$ cat config.mk
export PLATFORM = sky130hd
export DESIGN_NAME = data_mem_sequencer_flat
export DESIGN_NICKNAME = d
export VERILOG_FILES = /design/src/rtl/data_mem_sequencer_if.sv /design/src/rtl/data_mem_sequencer.sv /design/src/flat_wrapper.sv
export SDC_FILE = /design/constraint.sdc
export NUM_CORES = 1
export LEC_CHECK = 0
export ABC_AREA = 0
export ABC_CLOCK_PERIOD_IN_PS = 2400
export CAP_MARGIN = 20
export CORE_ASPECT_RATIO = 1.4
export CORE_UTILIZATION = 40
export CTS_BUF_LIST = sky130_fd_sc_hd__clkbuf_8
export DETAILED_ROUTE_END_ITERATION = 8
export PLACE_DENSITY = 0.73
export SLEW_MARGIN = 20
export SYNTH_ARGS = -nofsm -noshare
export SYNTH_HDL_FRONTEND = slang
export SYNTH_SLANG_ARGS = --single-unit
$ cat constraint.sdc
create_clock -name clk -period 2.4 [get_ports clk]
set_input_delay 0.24 -clock clk [delete_from_list [all_inputs] [get_ports clk]]
set_output_delay 0.24 -clock clk [all_outputs]
set_load 0.01 [all_outputs]
$ cat src/rtl/data_mem_sequencer_if.sv
// Request/response bus between the MEM stage, the data memory macro and the sequencer.
// DATA_MEM_SEQ_ERR_EN adds the sticky 'err' flag to the bus.
interface data_mem_sequencer_if;
  logic        en;
  logic        mem_re;
  logic        mem_we;
  logic [15:0] addr;
  logic [15:0] wdata;
  logic [15:0] mem_rdata;
  logic        mem_cs;
  logic        mem_wr;
  logic [15:0] mem_addr;
  logic [15:0] mem_wdata;
  logic [15:0] rdata;
  logic        done;
  logic        data_mem_access;
`ifdef DATA_MEM_SEQ_ERR_EN
  logic        err;

  modport slave (
    input  en, mem_re, mem_we, addr, wdata, mem_rdata,
    output mem_cs, mem_wr, mem_addr, mem_wdata, rdata, done, data_mem_access, err
  );
  modport master (
    output en, mem_re, mem_we, addr, wdata, mem_rdata,
    input  mem_cs, mem_wr, mem_addr, mem_wdata, rdata, done, data_mem_access, err
  );
`else
  modport slave (
    input  en, mem_re, mem_we, addr, wdata, mem_rdata,
    output mem_cs, mem_wr, mem_addr, mem_wdata, rdata, done, data_mem_access
  );
  modport master (
    output en, mem_re, mem_we, addr, wdata, mem_rdata,
    input  mem_cs, mem_wr, mem_addr, mem_wdata, rdata, done, data_mem_access
  );
`endif
endinterface

$ cat src/rtl/data_mem_sequencer.sv
// Fixed-latency data memory access sequencer (IDLE -> ACCESS -> HOLD) for the MEM stage.
// Optional DATA_MEM_SEQ_ERR_EN: sticky err flag on simultaneous load/store requests.
module data_mem_sequencer #(
  parameter int unsigned LATENCY = 3
) (
  input  logic                  clk,
  input  logic                  rst,
  data_mem_sequencer_if.slave   bus
);

  typedef enum logic [1:0] {IDLE, ACCESS, HOLD} state_t;

  typedef struct packed {
    logic        wr;
    logic [15:0] addr;
    logic [15:0] wdata;
  } req_t;

  localparam logic [3:0] CNT_INIT = 4'(LATENCY - 1);

  state_t      state, state_nxt;
  logic [3:0]  cnt, cnt_nxt;
  req_t        req_q;
  logic [15:0] rdata_q;
  logic        accept;
  logic        capture;
  logic        req_any;

  assign req_any = bus.mem_re | bus.mem_we;

  always_comb begin
    state_nxt = state;
    cnt_nxt   = cnt;
    accept    = 1'b0;
    capture   = 1'b0;
    case (state)
      IDLE: begin
        if (bus.en && req_any) begin
          accept    = 1'b1;
          cnt_nxt   = CNT_INIT;
          state_nxt = ACCESS;
        end
      end
      ACCESS: begin
        // en is deliberately ignored until the access has finished
        if (cnt == 4'd0) begin
          capture   = ~req_q.wr;
          state_nxt = HOLD;
        end else begin
          cnt_nxt = cnt - 4'd1;
        end
      end
      HOLD: begin
        if (bus.en) begin
          if (req_any) begin
            accept    = 1'b1;
            cnt_nxt   = CNT_INIT;
            state_nxt = ACCESS;
          end else begin
            state_nxt = IDLE;
          end
        end
      end
      default: state_nxt = IDLE;
    endcase
  end

  always_ff @(posedge clk or posedge rst) begin
    if (rst) begin
      state   <= IDLE;
      cnt     <= 4'd0;
      req_q   <= '0;
      rdata_q <= 16'd0;
    end else begin
      state <= state_nxt;
      cnt   <= cnt_nxt;
      // simultaneous re/we resolves to a store
      if (accept)  req_q   <= '{wr: bus.mem_we, addr: bus.addr, wdata: bus.wdata};
      if (capture) rdata_q <= bus.mem_rdata;
    end
  end

  assign bus.mem_cs          = (state == ACCESS);
  assign bus.mem_wr          = (state == ACCESS) & req_q.wr;
  assign bus.mem_addr        = req_q.addr;
  assign bus.mem_wdata       = req_q.wdata;
  assign bus.rdata           = rdata_q;
  assign bus.done            = (state == HOLD);
  assign bus.data_mem_access = (state != IDLE);

`ifdef DATA_MEM_SEQ_ERR_EN
  logic err_q;

  always_ff @(posedge clk or posedge rst) begin
    if (rst)                                    err_q <= 1'b0;
    else if (accept && bus.mem_re && bus.mem_we) err_q <= 1'b1;
  end

  assign bus.err = err_q;
`endif

endmodule

$ cat src/flat_wrapper.sv
// flat-port wrapper written by rule: the top's interface ports become plain ports
module data_mem_sequencer_flat 
#(
  parameter int unsigned LATENCY = 3
)
  (clk, rst, bus_en, bus_mem_re, bus_mem_we, bus_addr, bus_wdata, bus_mem_rdata, bus_mem_cs, bus_mem_wr, bus_mem_addr, bus_mem_wdata, bus_rdata, bus_done, bus_data_mem_access);
  data_mem_sequencer_if bus_i ();
  input  logic clk;
  input  logic rst;
  input wire logic [$bits(bus_i.en)-1:0] bus_en;
  input wire logic [$bits(bus_i.mem_re)-1:0] bus_mem_re;
  input wire logic [$bits(bus_i.mem_we)-1:0] bus_mem_we;
  input wire logic [$bits(bus_i.addr)-1:0] bus_addr;
  input wire logic [$bits(bus_i.wdata)-1:0] bus_wdata;
  input wire logic [$bits(bus_i.mem_rdata)-1:0] bus_mem_rdata;
  output wire logic [$bits(bus_i.mem_cs)-1:0] bus_mem_cs;
  output wire logic [$bits(bus_i.mem_wr)-1:0] bus_mem_wr;
  output wire logic [$bits(bus_i.mem_addr)-1:0] bus_mem_addr;
  output wire logic [$bits(bus_i.mem_wdata)-1:0] bus_mem_wdata;
  output wire logic [$bits(bus_i.rdata)-1:0] bus_rdata;
  output wire logic [$bits(bus_i.done)-1:0] bus_done;
  output wire logic [$bits(bus_i.data_mem_access)-1:0] bus_data_mem_access;
  assign bus_i.en = bus_en;
  assign bus_i.mem_re = bus_mem_re;
  assign bus_i.mem_we = bus_mem_we;
  assign bus_i.addr = bus_addr;
  assign bus_i.wdata = bus_wdata;
  assign bus_i.mem_rdata = bus_mem_rdata;
  assign bus_mem_cs = bus_i.mem_cs;
  assign bus_mem_wr = bus_i.mem_wr;
  assign bus_mem_addr = bus_i.mem_addr;
  assign bus_mem_wdata = bus_i.mem_wdata;
  assign bus_rdata = bus_i.rdata;
  assign bus_done = bus_i.done;
  assign bus_data_mem_access = bus_i.data_mem_access;
  data_mem_sequencer #(.LATENCY(LATENCY)) u_core (.clk(clk), .rst(rst), .bus(bus_i));
endmodule
==> results of run 1 <==
## critical path, cell delays in order (launching register included)
cell             delay [ns]
dfrtp_1                0.41
nand2b_1               0.20
clkinv_1               0.27
and2_1                 0.24
clkdlybuf4s50_1        0.47
## final timing paths
check,start,endpoint,slack [ns],depth (start not counted)
max in group asynchronous,rst,u_core.bus.mem_wdata[2],1.83,3
worst max-delay path,u_core.state[0],bus_mem_wr,0.28,4
min in group clk,u_core.bus.mem_wdata[0],u_core.bus.mem_wdata[0],0.51,1
worst max register to register,u_core.cnt[0],u_core.bus.rdata[5],0.31,6
worst min-delay path,rst,u_core.bus.mem_wdata[4],0.29,3
worst min register to register,u_core.bus.mem_wdata[0],u_core.bus.mem_wdata[0],0.51,1
## stage by stage
step / cells / total power, uW
after detailed placement: 312 / 3790
after global placement: 312 / 3750
after CTS: 319 / 4320
final: 319 / 4250
after floorplan: 174 / 3020
after global routing: 319 / 4550
## sequential cells by signal (all words and copies together), names as in the netlist
signal / cells
u_core.req_q: 1
u_core.bus.mem_wdata: 16
u_core.state: 2
u_core.bus.rdata: 16
u_core.bus.mem_addr: 16
u_core.cnt: 4
## final cells by class
| class | instances | share of cell area, % |
|---|---|---|
| timing repair buffer | 106 | 31.2 |
| clock inverter | 1 | 0.146 |
| tap | 70 | 2.56 |
| multi-input combinational | 76 | 22.9 |
| clock buffer | 6 | 2.41 |
| sequential | 55 | 40.2 |
| inverter | 5 | 0.549 |
## layer usage
| layer | GRT usage (%) | vias up | share of wire [%] |
|---|---|---|---|
| li1 | - | 710 | - |
| met1 | 17.3 | 745 | 39 |
| met2 | 25.7 | 73 | 51 |
| met3 | 3.86 | 6 | 8.3 |
| met4 | 5.21 | 0 | 1.3 |
| met5 | 0 | - | 0 |
## kinds of logic after synthesis
| group | Yosys count | synth area share (%) |
|---|---|---|
| AO/OA/AOI/OAI | 6 | 1.78 |
| adder cells (fa/ha/maj) | 2 | 1.02 |
| buffers and inverters | 43 | 12.4 |
| flip-flops | 55 | 55.9 |
| multiplexers | 49 | 23.9 |
| AND/OR/NAND/NOR | 19 | 5.03 |
## cell usage in the layout (no fill, tap or decap), types with 2 or more instances in the layout
cell type and count:
clkbuf_8 6, clkdlybuf4s50_1 104, dfrtp_1 55, ha_1 2
inv_1 3, mux2_2 39, mux2_4 10, nand2b_1 2
nand3_1 2, or2_2 2
## power groups by stage
stage	Clock, uW	Combinational [uW]	Sequential [uW]
after floorplan	0	1360	1670
after global placement	0	2100	1650
after detailed placement	0	2140	1650
after CTS	535	2140	1640
after global routing	564	2290	1700
final	503	2110	1640
==> qor.yml, run 1 <==
cts_root_buf: "clkbuf_8"
post-route-min-period_ns: 2.12
synth-edff-count: 0
final.setup_skew_ns: 0.00553
worstHoldPathType: "input pin to asynchronous set/reset pin"
drt_pre_antenna_iters: 4
post_route_cells_drive_above_1_share_pct: 25.7
critical_path.startpoint_type: "flip-flop"
seq_power_share_pct: 38.5
area_growth_pct: 38.9
setup_violations: 0
avg_inst_size_synth_sq_um: 14.2
timing.final.crit_share_pct: 88.3
cts-resized-gates: 0
synth.cell_area_sq_um: 2460
synth_warnings: 0
final.setup.tns_ns: 0
multiInputGateArea_sq_um: 782
ys_dominant_reg_cell: "dfrtp_1"
holdBufCountCts: 0
fin_nets: 304
synth_seq_cells: 55
tritoncts_num_sinks: 55
post-synth-top-area-cell: "dfrtp_1"
place.gp.congestion: 0.751
grt_util_all_layers_pct: 14.9
route.antenna.remaining_nets: 0
p_sw_uw: 1260
place_hpwl_um: 3260
maximum_net_fanout_on_the_critical_path: 9
post_cts_buffers: 0
numCtsBuffers: 5
slew_headroom_pct: 47.9
dieArea_sq_um: 6480
pleak_uw: 0.00147
clkTransAtPathRegs_ns: 0.09
setup.worst_path.class: "flip-flop to output pin"
yosys.cell_count.top_type: "dfrtp_1"
max_cap_violations: 0
clock_share_of_power_pct: 11.8
drt_iter0_markers: 43
worstPathArrival_ns: 1.88
route.final.wire_length_um: 4500
core_footprint_sq_um: 5900
worst_ir_drop_vdd_mv: 0.649
via_count: 1534
drt_drc_violations_left: 0
comb_power_share_pct: 49.6
grt_antenna_before_repair: 0
detail_route.wl_per_cell_um: 14.1
via_count_of_the_first_global_routing_pass: 1574
critical_path.endpoint_type: "output pin"
antenna-diode-count: 0
routed_via_density: 4.81
async_flop_share_pct: 100
synth.top_cells.by_count: "dfrtp_1 (55), mux2_2 (39), buf_4 (32)"
top_level_ports: 105
grt_start_max_net_pins: 56
unrepaired_setup_endpoints_after_global_routing: "false"
max_freq_ghz: 0.472
intPower_uw: 2990
finalCoreUtilization_pct: 57.9
synthesis.instances: 174
power_per_cell_area_nw_per_um2: 1240
tritoncts: "yes"
netlist_top_cells_area: "dfrtp_1 (56%), mux2_2 (18%), buf_4 (9.8%)"
mappedNetlistNets: 229
hold_viol: 0
switching_share_pct: 29.7
outcome: "completed"
ctsLongestPathBuffers: 2
final.fill_count: 490
worst_slack_ns: 0.281
ctsHtreeMaxLevel: 2
hold-worst-slack_ns: 0.291
post-synth-top-area-fraction_pct: 55.9
synth_cell_types: 33
pre_cts_ws_ns: 0.291
crit_required_ns: 2.16
synth_sequential_area_ratio_pct: 55.9
initial_core_util_pct: 41.7
portBuffers: 104
grt_pass1_wl_um: 7220
die_w_um: 68.3
die_y_um: 94.9
worst-slew-pin-transition_ns: 0.781
slew_viol_final: 0
rows: 33
grt_overflow: 0
final-seq-area_sq_um: 1380
finalInstanceArea_sq_um: 3420
clock_insertion_delay_worst_skew_ns: 0.30
placed_cell_area_sq_um: 3330
No activity file was read; power rests on OpenSTA's default activity.
==> inputs of run 2 (changes only) <==
Settings changed: CORE_ASPECT_RATIO 1.4 to unset, SETUP_SLACK_MARGIN set to 0.05.
==> qor.yml, run 2 (same netlist as run 1, synthesis figures left out) <==
ctsLongestPathBuffers: 2  # unchanged
clkTransAtPathRegs_ns: 0.10  # about the same
via_count_of_the_first_global_routing_pass: 1551  # -1.5%
routed_via_density: 4.61  # -4.1%
critical_path.endpoint_type: "output pin"
tritoncts_num_sinks: 55  # unchanged
detail_route.wl_per_cell_um: 13.4  # -5.0%
maximum_net_fanout_on_the_critical_path: 9  # unchanged
outcome: "completed"
max_freq_ghz: 0.473  # +0.20%
grt_util_all_layers_pct: 14.2  # -0.64 points
cts-resized-gates: 0  # unchanged
top_library_cells_by_usage_in_the_layout_fill_and_taps_aside: "clkdlybuf4s50_1 (104), dfrtp_1 (55), mux2_2 (39)"
worstPathArrival_ns: 1.87  # about the same
route.final.wire_length_um: 4350  # -3.2%
setup_violations: 0  # unchanged
drt_pre_antenna_iters: 4  # unchanged
antenna-diode-count: 0  # unchanged
tritoncts: "yes"
timing.final.crit_share_pct: 88.1  # -0.18 points
ctsHtreeMaxLevel: 2  # unchanged
die_w_um: 80.5  # +18%
rows: 28  # -15%
worst_ir_drop_vdd_mv: 0.597  # -8.0%
die_y_um: 80.5  # -15%
dieArea_sq_um: 6480  # about the same
post-route-min-period_ns: 2.11  # -0.00426 ns
hold-worst-slack_ns: 0.326  # +0.0349 ns
final.setup.tns_ns: 0  # unchanged
portBuffers: 104  # unchanged
core_footprint_sq_um: 5920  # +0.28%
max_cap_violations: 0  # unchanged
area_growth_pct: 40.3
post_route_cells_drive_above_1_share_pct: 26.0  # +0.30 points
grt_overflow: 0  # unchanged
grt_start_max_net_pins: 36  # -36%
setup.worst_path.class: "flip-flop to output pin"
final.fill_count: 487  # -0.61%
hold_viol: 0  # unchanged
grt_pass1_wl_um: 7070  # -2.1%
multiInputGateArea_sq_um: 782  # unchanged
power_per_cell_area_nw_per_um2: 1260  # +1.4%
holdBufCountCts: 0  # unchanged
place_hpwl_um: 3190  # -2.0%
drt_iter0_markers: 40  # -7.0%
critical_path.startpoint_type: "flip-flop"
via_count: 1498  # -2.3%
fin_nets: 304  # unchanged
initial_core_util_pct: 41.6  # -0.11 points
clock_insertion_delay_worst_skew_ns: 0.30  # about the same
final.setup_skew_ns: 0.0128  # +0.00722 ns
top_level_ports: 105  # unchanged
final-seq-area_sq_um: 1380  # unchanged
crit_required_ns: 2.16  # about the same
grt_antenna_before_repair: 0  # unchanged
slew_viol_final: 0  # unchanged
unrepaired_setup_endpoints_after_global_routing: "false"
post_cts_buffers: 0  # unchanged
pleak_uw: 0.00149  # +0.96%
place.gp.congestion: 0.732  # -2.5%
worst-slew-pin-transition_ns: 0.797  # +0.0154 ns
numCtsBuffers: 5  # unchanged
cts_root_buf: "clkbuf_8"
route.antenna.remaining_nets: 0  # unchanged
worstHoldPathType: "input pin to asynchronous set/reset pin"
slew_headroom_pct: 46.9  # -1.0 points
final_common_cell: "clkdlybuf4s50_1"
finalCoreUtilization_pct: 58.4  # +0.45 points
drt_drc_violations_left: 0  # unchanged
run 2: critical path: stages, from the launching register on:
cell,delay (ns)
dfrtp_1,0.41
nand2b_1,0.20
clkinv_1,0.26
and2_1,0.23
clkdlybuf4s50_1,0.47
run 2: worst paths after layout:
| path | from | depth (start not counted) | slack, ns | end |
|---|---|---|---|---|
| worst min-delay path | rst | 2 | 0.33 | u_core.bus.rdata[8] |
| worst max register to register | u_core.cnt[0] | 6 | 0.31 | u_core.bus.rdata[5] |
| max in group asynchronous | rst | 3 | 1.51 | u_core.bus.mem_addr[7] |
| worst max-delay path | u_core.state[0] | 4 | 0.29 | bus_mem_wr |
| worst min register to register | u_core.bus.mem_wdata[11] | 1 | 0.51 | u_core.bus.mem_wdata[11] |
| min in group clk | u_core.bus.mem_wdata[11] | 1 | 0.51 | u_core.bus.mem_wdata[11] |
run 2: area by class of cell:
type / instances / area share [%]
clock buffer: 6 / 2.39
sequential: 55 / 39.8
multi-input combinational: 76 / 22.6
timing repair buffer: 106 / 30.9
inverter: 5 / 0.543
tap: 75 / 2.71
clock inverter: 2 / 1.01
run 2: through the flow:
| stage | setup WS [ns] | cell area (sq um) | total power, uW | instances |
|---|---|---|---|---|
| finish | 0.286 | 3460 | 4350 | 325 |
| global route | 0.146 | 3460 | 4640 | 325 |
| CTS | 0.271 | 3460 | 4420 | 325 |
| detailed placement | 0.287 | 3340 | 3780 | 317 |
| global placement | 0.341 | 3340 | 3740 | 317 |
| floorplan | 0.372 | 2460 | 3020 | 174 |
run 2: layer usage:
| metal | share of wire, % | global-route usage (%) | routed length, um |
|---|---|---|---|
| met1 | 46 | 18.6 | 2000 |
| met2 | 43 | 22.3 | 1880 |
| met3 | 11 | 4.32 | 461 |
| met4 | 0.39 | 4.82 | 17 |
| met5 | 0 | 0 | 0 |
run 2: where the power goes:
group / switching [uW] / internal, uW
clock network: 274 / 338
registers: 243 / 1400
logic: 742 / 1360
==> inputs of run 3 (changes only) <==
Settings changed: PLACE_DENSITY 0.73 to 0.76.
==> qor.yml, run 3 (same netlist as run 1, synthesis figures left out) <==
grt_antenna_before_repair: 0  # unchanged
top_level_ports: 105  # unchanged
fin_nets: 304  # unchanged
via_count: 1546  # +3.2%
worst_ir_drop_vdd_mv: 0.507  # -15%
place.gp.congestion: 0.708  # -3.3%
dieArea_sq_um: 6480  # unchanged
final.fill_count: 513  # +5.3%
pleak_uw: 0.00147  # -1.1%
hold_viol: 0  # unchanged
slew_headroom_pct: 46.9  # about the same
post-route-min-period_ns: 2.13  # +0.0177 ns
grt_util_all_layers_pct: 14.8  # +0.62 points
post_route_cells_drive_above_1_share_pct: 25.6  # -0.40 points
worst-slew-pin-transition_ns: 0.797  # +0.000433 ns
area_growth_pct: 39.0
final.setup.tns_ns: 0  # unchanged
grt_pass1_wl_um: 7260  # +2.7%
crit_required_ns: 2.16  # about the same
drt_pre_antenna_iters: 4  # unchanged
unrepaired_setup_endpoints_after_global_routing: "false"
portBuffers: 104  # unchanged
route.final.wire_length_um: 4580  # +5.2%
setup.worst_path.class: "flip-flop to output pin"
post_cts_buffers: 0  # unchanged
tritoncts_num_sinks: 55  # unchanged
worstPathArrival_ns: 1.89  # +0.02 ns
power_per_cell_area_nw_per_um2: 1230  # -2.0%
via_count_of_the_first_global_routing_pass: 1603  # +3.4%
place_hpwl_um: 3360  # +5.3%
final-seq-area_sq_um: 1380  # unchanged
rows: 28  # unchanged
holdBufCountCts: 0  # unchanged
outcome: "completed"
die_w_um: 80.5  # unchanged
setup_violations: 0  # unchanged
final.setup_skew_ns: 0.00318  # -0.00957 ns
drt_iter0_markers: 43  # +7.5%
route.antenna.remaining_nets: 0  # unchanged
die_y_um: 80.5  # unchanged
detail_route.wl_per_cell_um: 14.1  # +5.2%
maximum_net_fanout_on_the_critical_path: 9  # unchanged
cts-resized-gates: 0  # unchanged
critical_path.endpoint_type: "output pin"
grt_overflow: 0  # unchanged
slew_viol_final: 0  # unchanged
critical_path.startpoint_type: "flip-flop"
multiInputGateArea_sq_um: 782  # unchanged
routed_via_density: 4.76  # +3.2%
timing.reg2reg.worst_path_depth: 6  # unchanged
cts_root_buf: "clkbuf_8"
worstHoldPathType: "input pin to asynchronous set/reset pin"
final_common_cell: "clkdlybuf4s50_1"
drt_drc_violations_left: 0  # unchanged
clkTransAtPathRegs_ns: 0.09  # about the same
core_footprint_sq_um: 5920  # unchanged
max_cap_violations: 0  # unchanged
antenna-diode-count: 0  # unchanged
timing.final.crit_share_pct: 88.8  # +0.74 points
grt_start_max_net_pins: 36  # unchanged
tritoncts: "yes"
finalCoreUtilization_pct: 57.8  # -0.55 points
ctsHtreeMaxLevel: 2  # unchanged
numCtsBuffers: 5  # unchanged
clock_insertion_delay_worst_skew_ns: 0.30  # about the same
ctsLongestPathBuffers: 2  # unchanged
top_library_cells_by_usage_in_the_layout_fill_and_taps_aside: "clkdlybuf4s50_1 (104), dfrtp_1 (55), mux2_2 (39)"
initial_core_util_pct: 41.6  # unchanged
max_freq_ghz: 0.469  # -0.83%
## run 3: cell count changes in the layout (fill, tap and decap cells not counted)
cell	previous run	this run
bufinv_16	1	0
inv_1	3	4
clkbuf_8	6	5
clkinvlp_4	0	1
## run 3: final cells by class
type	count	share of cell area [%]
clock buffers	5	2.01
clock inverters	3	0.475
well taps	75	2.74
repair buffers	106	31.2
multi-input cells	76	22.8
flip-flops and latches	55	40.2
inverters	5	0.548
## run 3: power by group
part	switching (uW)	internal, uW
combinational	739	1360
sequential	242	1400
clock	287	200
total	1270	2960
## run 3: final timing paths
path | end | slack (ns) | from
max reg2reg | u_core.bus.rdata[7] | 0.29 | u_core.cnt[0]
max in group asynchronous | u_core.bus.mem_wdata[8] | 1.56 | rst
min reg2reg | u_core.bus.mem_addr[4] | 0.51 | u_core.bus.mem_addr[4]
min | u_core.bus.rdata[8] | 0.30 | rst
max | bus_mem_wr | 0.27 | u_core.state[0]
min in group clk | u_core.bus.mem_addr[4] | 0.51 | u_core.bus.mem_addr[4]
## run 3: stage by stage
step           total power, uW  setup WS [ns]  cells  area [sq um]  hold slack [ns]
5_1_grt                   4520          0.120    325          3420            0.330
6_report                  4220          0.268    325          3420            0.296
3_3_place_gp              3730          0.340    317          3340            0.487
2_1_floorplan             3020          0.372    174          2460            0.389
3_5_place_dp              3790          0.298    317          3340            0.492
4_1_cts                   4290          0.242    325          3420            0.304
## run 3: critical path, cell delays in order, from the launching register on
cell and delay (ns):
dfrtp_1 0.41, nand2b_1 0.20, clkinv_1 0.27, and2_1 0.23, clkdlybuf4s50_1 0.48
## run 3: per-layer routing
layer  global-route usage (%)  wire (um)  up-vias  part of all wire [%]
li1                         -          -      711                     -
met1                     17.3       1860      767                    41
met2                     25.5       2280       63                    50
met3                     4.55        380        5                   8.3
met4                     5.36         55        0                   1.2
met5                        0          0        -                     0
